**config.mk**
```make
export PLATFORM = sky130hd
export DESIGN_NAME = median3x3_pipe
export DESIGN_NICKNAME = d
export VERILOG_FILES = /design/src/rtl/median_pkg.sv /design/src/rtl/mce_param.sv /design/src/rtl/median3x3_pipe.sv
export SDC_FILE = /design/constraint.sdc
export NUM_CORES = 1
export LEC_CHECK = 0
export CAP_MARGIN = 20
export CORE_AREA = 2 2 147 149
export DETAILED_ROUTE_END_ITERATION = 10
export DIE_AREA = 0 0 149 151
export GPL_TIMING_DRIVEN = 0
export HOLD_SLACK_MARGIN = 0.05
export PLACE_DENSITY = 0.82
export REMOVE_ABC_BUFFERS = 1
export SLEW_MARGIN = 20
export SYNTH_ARGS = -nofsm -noshare
export SYNTH_HDL_FRONTEND = slang
export SYNTH_SLANG_ARGS = --single-unit
export TNS_END_PERCENT = 5
```
**constraint.sdc**
```tcl
create_clock -name clk -period 11.4 [get_ports clk]
set_input_delay 1.14 -clock clk [delete_from_list [all_inputs] [get_ports clk]]
set_output_delay 1.14 -clock clk [all_outputs]
set_load 0.01 [all_outputs]
```
**src/rtl/median_pkg.sv**
```systemverilog
// Shared mode encoding and pipeline constants for the 3x3 rank filter.
// Imported by the compare-exchange cell and the pipeline top.
package median_pkg;

  typedef enum logic [1:0] {
    MODE_MED = 2'b00,
    MODE_MIN = 2'b01,
    MODE_MAX = 2'b10,
    MODE_CTR = 2'b11
  } mode_t;

  localparam int PIPE_LAT = 3;
  localparam int WIN_N    = 9;

endpackage

```
**src/rtl/mce_param.sv**
```systemverilog
// Combinational unsigned compare-exchange cell; ties keep lo=a, hi=b.
// Zero latency, no state.
module mce_param #(
  parameter int WIDTH = 8
) (
  input  logic [WIDTH-1:0] a,
  input  logic [WIDTH-1:0] b,
  output logic [WIDTH-1:0] lo,
  output logic [WIDTH-1:0] hi
);

  logic swap;

  assign swap = (b < a);
  assign lo   = swap ? b : a;
  assign hi   = swap ? a : b;

endmodule

```
**src/rtl/median3x3_pipe.sv**
```systemverilog
// 3x3 window rank filter: median/min/max/centre per window, 3-cycle latency, 1 window/clk.
// No backpressure; data registers only load on their stage's valid so bubbles hold out_pix.
module median3x3_pipe
  import median_pkg::*;
#(
  parameter int WIDTH = 8
) (
  input  logic                   clk,
  input  logic                   reset_n,
  input  logic                   in_valid,
  input  logic [WIN_N*WIDTH-1:0] win,
  input  logic [1:0]             mode,
  output logic                   out_valid,
  output logic [WIDTH-1:0]       out_pix,
  output logic [1:0]             out_mode
);

  // Cell outputs that no stage consumes; the name keeps them out of lint reports.
  logic [7:0][WIDTH-1:0] unused_ce;

  logic [2:0][WIDTH-1:0] row_lo_d, row_mid_d, row_hi_d;

  for (genvar r = 0; r < 3; r++) begin : g_row
    logic [WIDTH-1:0] l0, h0, l1;
    mce_param #(.WIDTH(WIDTH)) u_ce0 (
      .a(win[(3*r)*WIDTH +: WIDTH]), .b(win[(3*r+1)*WIDTH +: WIDTH]), .lo(l0), .hi(h0));
    mce_param #(.WIDTH(WIDTH)) u_ce1 (
      .a(h0), .b(win[(3*r+2)*WIDTH +: WIDTH]), .lo(l1), .hi(row_hi_d[r]));
    mce_param #(.WIDTH(WIDTH)) u_ce2 (
      .a(l0), .b(l1), .lo(row_lo_d[r]), .hi(row_mid_d[r]));
  end

  logic                  s1_vld_q;
  logic [2:0][WIDTH-1:0] s1_lo_q, s1_mid_q, s1_hi_q;
  logic [WIDTH-1:0]      s1_ctr_q;
  mode_t                 s1_mode_q;

  always_ff @(posedge clk or negedge reset_n) begin
    if (!reset_n) begin
      s1_vld_q  <= 1'b0;
      s1_lo_q   <= '0;
      s1_mid_q  <= '0;
      s1_hi_q   <= '0;
      s1_ctr_q  <= '0;
      s1_mode_q <= MODE_MED;
    end else begin
      s1_vld_q <= in_valid;
      if (in_valid) begin
        s1_lo_q   <= row_lo_d;
        s1_mid_q  <= row_mid_d;
        s1_hi_q   <= row_hi_d;
        s1_ctr_q  <= win[4*WIDTH +: WIDTH];
        s1_mode_q <= mode_t'(mode);
      end
    end
  end

  logic [WIDTH-1:0] lo_a, lo_b, mid_a, mid_b, mid_c, hi_a, hi_b;
  logic [WIDTH-1:0] gmin_d, maxlo_d, medmid_d, minhi_d, gmax_d;

  mce_param #(.WIDTH(WIDTH)) u_lo0 (.a(s1_lo_q[0]), .b(s1_lo_q[1]), .lo(lo_a), .hi(lo_b));
  mce_param #(.WIDTH(WIDTH)) u_lo1 (.a(lo_a), .b(s1_lo_q[2]), .lo(gmin_d), .hi(unused_ce[0]));
  mce_param #(.WIDTH(WIDTH)) u_lo2 (.a(lo_b), .b(s1_lo_q[2]), .lo(unused_ce[1]), .hi(maxlo_d));

  mce_param #(.WIDTH(WIDTH)) u_md0 (.a(s1_mid_q[0]), .b(s1_mid_q[1]), .lo(mid_a), .hi(mid_b));
  mce_param #(.WIDTH(WIDTH)) u_md1 (.a(mid_b), .b(s1_mid_q[2]), .lo(mid_c), .hi(unused_ce[2]));
  mce_param #(.WIDTH(WIDTH)) u_md2 (.a(mid_a), .b(mid_c), .lo(unused_ce[3]), .hi(medmid_d));

  mce_param #(.WIDTH(WIDTH)) u_hi0 (.a(s1_hi_q[0]), .b(s1_hi_q[1]), .lo(hi_a), .hi(hi_b));
  mce_param #(.WIDTH(WIDTH)) u_hi1 (.a(hi_a), .b(s1_hi_q[2]), .lo(minhi_d), .hi(unused_ce[4]));
  mce_param #(.WIDTH(WIDTH)) u_hi2 (.a(hi_b), .b(s1_hi_q[2]), .lo(unused_ce[5]), .hi(gmax_d));

  logic             s2_vld_q;
  logic [WIDTH-1:0] s2_maxlo_q, s2_medmid_q, s2_minhi_q, s2_gmin_q, s2_gmax_q, s2_ctr_q;
  mode_t            s2_mode_q;

  always_ff @(posedge clk or negedge reset_n) begin
    if (!reset_n) begin
      s2_vld_q    <= 1'b0;
      s2_maxlo_q  <= '0;
      s2_medmid_q <= '0;
      s2_minhi_q  <= '0;
      s2_gmin_q   <= '0;
      s2_gmax_q   <= '0;
      s2_ctr_q    <= '0;
      s2_mode_q   <= MODE_MED;
    end else begin
      s2_vld_q <= s1_vld_q;
      if (s1_vld_q) begin
        s2_maxlo_q  <= maxlo_d;
        s2_medmid_q <= medmid_d;
        s2_minhi_q  <= minhi_d;
        s2_gmin_q   <= gmin_d;
        s2_gmax_q   <= gmax_d;
        s2_ctr_q    <= s1_ctr_q;
        s2_mode_q   <= s1_mode_q;
      end
    end
  end

  logic [WIDTH-1:0] fm_a, fm_b, fm_c, med_d, pix_d;

  mce_param #(.WIDTH(WIDTH)) u_fm0 (.a(s2_maxlo_q), .b(s2_medmid_q), .lo(fm_a), .hi(fm_b));
  mce_param #(.WIDTH(WIDTH)) u_fm1 (.a(fm_b), .b(s2_minhi_q), .lo(fm_c), .hi(unused_ce[6]));
  mce_param #(.WIDTH(WIDTH)) u_fm2 (.a(fm_a), .b(fm_c), .lo(unused_ce[7]), .hi(med_d));

  always_comb begin
    pix_d = med_d;
    case (s2_mode_q)
      MODE_MIN: pix_d = s2_gmin_q;
      MODE_MAX: pix_d = s2_gmax_q;
      MODE_CTR: pix_d = s2_ctr_q;
      default:  pix_d = med_d;
    endcase
  end

  logic             out_vld_q;
  logic [WIDTH-1:0] out_pix_q;
  mode_t            out_mode_q;

  always_ff @(posedge clk or negedge reset_n) begin
    if (!reset_n) begin
      out_vld_q  <= 1'b0;
      out_pix_q  <= '0;
      out_mode_q <= MODE_MED;
    end else begin
      out_vld_q <= s2_vld_q;
      if (s2_vld_q) begin
        out_pix_q  <= pix_d;
        out_mode_q <= s2_mode_q;
      end
    end
  end

  assign out_valid = out_vld_q;
  assign out_pix   = out_pix_q;
  assign out_mode  = out_mode_q;

endmodule

```
==> summary.txt <==
========================================================================================
Worst slew pin tran                                                              1050 ps
Share of post-route cells with drive strength above 1                              9.51%
Overall global routing resource usage                                              28.0%
Hold slack final                                                                  491 ps
DR vias                                                                            10300
Total of buffers placed on input and output ports                                     87
Sinks on the clock net                                                               145
Wire length of the first global-routing pass                                     49.6 mm
Number of enable-type register cells in the synthesized netlist                        0
RSZ-0062 raised after global routing                                               false
Worst-case headroom to the max-slew limit                                          30.0%
GP Congestion                                                                      0.936
IR drop worst, VDD                                                            0.000175 V
Number of fillers in the final layout                                               1688
H-Tree Level Count                                                                     4
CP startpoint kind                                                             input pin
Cell type with the highest aggregate area in the netlist                    sky130_fd_sc_hd__dfrtp_1
Number of buffers created by CTS                                                      17
Share of synthesized flip-flops with an asynchronous set or reset                   100%
Post-synth top flop                                                         sky130_fd_sc_hd__dfrtp_1
Share of cell area taken by muxes after synthesis                                  17.5%
Row Count                                                                             53
Max-capacitance violation count                                                        0
FF+latch count, synth                                                                145
Clock buffer depth                                                                     2
Clock latency on the worst-skew pair                                              430 ps
Mean cell area of the mapped netlist                                            9.04 um2
Vias in the first global route                                                      9825
TritonCTS clock tree                                                                 yes
Count of mapped cells out of synthesis                                              1322
Final min period                                                                 7710 ps
Register area                                                                   3630 um2
Clock-pin slew of the registers on the worst-case setup and hold paths             60 ps
Post-layout utilization of the core                                                65.5%
Largest stage delay, worst path                                                   860 ps
Total area of multi-input combinational cells                                   7700 um2
Starting utilization of the core area                                              57.4%
Largest net degree at the start of global routing                                     74
Number of I/O pins                                                                    88
Post-layout nets                                                                    1600
Width of the die                                                                  149 um
Static leakage power                                                             6.55 nW
Dominant combinational cell family by area after synthesis                  compound AO/OA/AOI/OAI gates
Maximum clock skew at final layout                                               10.2 ps
Cells resized by post-CTS repair                                                       0
Power density over the cells                                                  307 nW/um2
Average detailed-routed wire length per instance                                 18.6 um
Critical path, cell by cell                                                 clkdlybuf4s50_1, ha_1, a211oi_1, nor2_1, a211oi_4, mux2i_1, ha_1, a21o_1, a21o_1, a21oi_1, nand2_1, a311o_1, and2_4, o21ai_0, inv_1, ha_1, a21o_1, a21oi_1, o22ai_1, nor2_1, and3_1, a211oi_4, mux2i_1, mux2_2
Detail Placement HPWL                                                            23.9 mm
Adder-Cell Fraction of Synth Area                                                  15.4%
Crit Path Category                                                          input pin to flip-flop
Largest fanout on the critical path                                                   25
Antenna Nets Post-Route                                                                0
Total Neg Setup Slack                                                               0 ps
Ranking of synthesized cells by area                                        sky130_fd_sc_hd__dfrtp_1 30%, sky130_fd_sc_hd__ha_1 15%, sky130_fd_sc_hd__mux2i_1 11%
Die Area                                                                       22500 um2
Parity-gate share of the synthesized area counting xor and xnor cells                 0%
Most frequent standard cell in the layout excluding fill and tap cells      sky130_fd_sc_hd__ha_1
Portion of the clock cycle consumed by the worst path in the final layout          67.7%
DRC violation total after the first TritonRoute iteration                            853
Top library cells by usage in the layout, fill and taps aside               147 x sky130_fd_sc_hd__ha_1, 144 x sky130_fd_sc_hd__dfrtp_1, 132 x sky130_fd_sc_hd__mux2i_1
Worst endpoint required time                                                    11710 ps
Overall overflow remaining after global route                                          0
Number of max-slew violations in the final report                                      0
Endpoint class of the critical path                                            flip-flop
Number of failing setup endpoints in the final timing report                           0
DRC Markers                                                                            0
Part of the Yosys area used for sequential elements                                30.4%
Result of the run                                                           finished, final reports clean
Simple-gate share of the synthesized area                                          11.4%
Synth cell types                                                                      65
Ys Warns                                                                               0
Number of hold violations in the final report                                          0
Fmax                                                                             130 MHz
Number of setup buffers added after CTS                                                0
Die extent in y                                                                   151 um
Hold_buf cts                                                                           0
Critical Path Slowest Stage Cell                                            sky130_fd_sc_hd__a211oi_4
Crit path DAT                                                                    8030 ps
Drt first pass iters                                                                   6
Final wirelength                                                                 30.9 mm
Netlist Area Pre-Place                                                         12000 um2
Initial antenna violation count                                                        0
Share of the synthesized area in compound gates (AO/OA/AOI/OAI)                    20.0%
Number of antenna cells inserted                                                       0
Clock tree root driver cell                                                 sky130_fd_sc_hd__clkbuf_16
Vias per inst                                                                       6.20
Syn-to-layout area delta                                                           14.2%
Proportion of netlist area held by the largest area contributor                    30.4%
Type of the most critical hold path                                         flip-flop to flip-flop
Core Region                                                                    20800 um2
========================================================================================
-- final timing paths --
kind,startpoint,to,slack (ps),cells past startpoint
max in group asynchronous,reset_n,s1_lo_q[18]$_DFFE_PN0P_,9970,2
worst max-delay path,win[37],s1_mid_q[9]$_DFFE_PN0P_,3690,24
worst max register to register,s1_mid_q[12]$_DFFE_PN0P_,s2_medmid_q[6]$_DFFE_PN0P_,5200,25
worst min register to register,s2_gmin_q[4]$_DFFE_PN0P_,s2_gmin_q[4]$_DFFE_PN0P_,490,1
min in group asynchronous,reset_n,s1_mode_q[0]$_DFFE_PN0P_,680,1
worst min-delay path,s2_gmin_q[4]$_DFFE_PN0P_,s2_gmin_q[4]$_DFFE_PN0P_,490,1
-- final cells by class --
| class | instances | area share, % |
|---|---|---|
| sequential | 145 | 26.6 |
| tap | 275 | 2.52 |
| clock inverter | 12 | 0.798 |
| timing repair buffer | 95 | 7.48 |
| clock buffer | 19 | 3.25 |
| inverter | 105 | 2.89 |
| multi-input combinational | 1012 | 56.5 |
-- power by group --
group / total [mW] / switching (mW) / internal, mW / leakage [nW]
logic: 2.75 / 1.58 / 1.18 / 4.56
registers: 0.903 / 0.194 / 0.709 / 1.72
clock network: 0.529 / 0.224 / 0.305 / 0.269
total: 4.19 / 1.99 / 2.19 / 6.55
-- sequential cells by signal (all words and copies together) (netlist names) --
name and flops:
s2_vld_q 1, s1_hi_q 24, s2_ctr_q 8, s2_maxlo_q 8, s1_vld_q 1, s2_gmin_q 8, out_pix 8, s2_minhi_q 8
s1_lo_q 24, s1_ctr_q 8, s1_mode_q 2, out_mode 2, s1_mid_q 24, out_valid 1, s2_medmid_q 8, s2_gmax_q 8
s2_mode_q 2
-- worst max-delay path, delay by kind of cell --
| kind | cells | cell delay (ps) |
|---|---|---|
| fa+ha+maj | 3 | 910 |
| mux | 3 | 1040 |
| buf+inv | 2 | 670 |
| compound gates | 11 | 3470 |
| simple gates | 5 | 770 |
-- through the flow --
stage	total power [mW]	instances	setup WS (ps)	area, um2
after floorplan	2.86	1262	4260	11700
after global placement	3.45	1624	2410	12900
after detailed placement	3.57	1631	3410	13100
after CTS	4.13	1662	3830	13600
after global routing	4.55	1663	3310	13600
final	4.19	1663	3690	13600
-- cell families after synthesis --
| family | Yosys count |
|---|---|
| simple gates | 300 |
| mux | 200 |
| flops | 145 |
| fa+ha+maj | 147 |
| compound gates | 365 |
| buf+inv | 165 |
-- Yosys cell counts, types with 14 or more instances --
| master | count |
|---|---|
| sky130_fd_sc_hd__nand3_1 | 35 |
| sky130_fd_sc_hd__ha_1 | 147 |
| sky130_fd_sc_hd__nand4_1 | 15 |
| sky130_fd_sc_hd__a21o_1 | 38 |
| sky130_fd_sc_hd__a21oi_1 | 108 |
| sky130_fd_sc_hd__mux2i_1 | 132 |
| sky130_fd_sc_hd__clkbuf_1 | 42 |
| sky130_fd_sc_hd__o221ai_1 | 14 |
| sky130_fd_sc_hd__mux2_2 | 68 |
| sky130_fd_sc_hd__o21ai_0 | 72 |
| sky130_fd_sc_hd__dfrtp_1 | 145 |
| sky130_fd_sc_hd__inv_1 | 104 |
| sky130_fd_sc_hd__nor2_1 | 120 |
| sky130_fd_sc_hd__nand2_1 | 73 |
-- metal layers --
layer,wire length (um),track usage [%],vias up
met5,0,0,-
met4,1260,12.7,0
met3,1400,3.37,80
met2,14700,47.0,301
met1,13600,36.3,4972
li1,-,-,4953
Power figures use the tool's default switching activity.
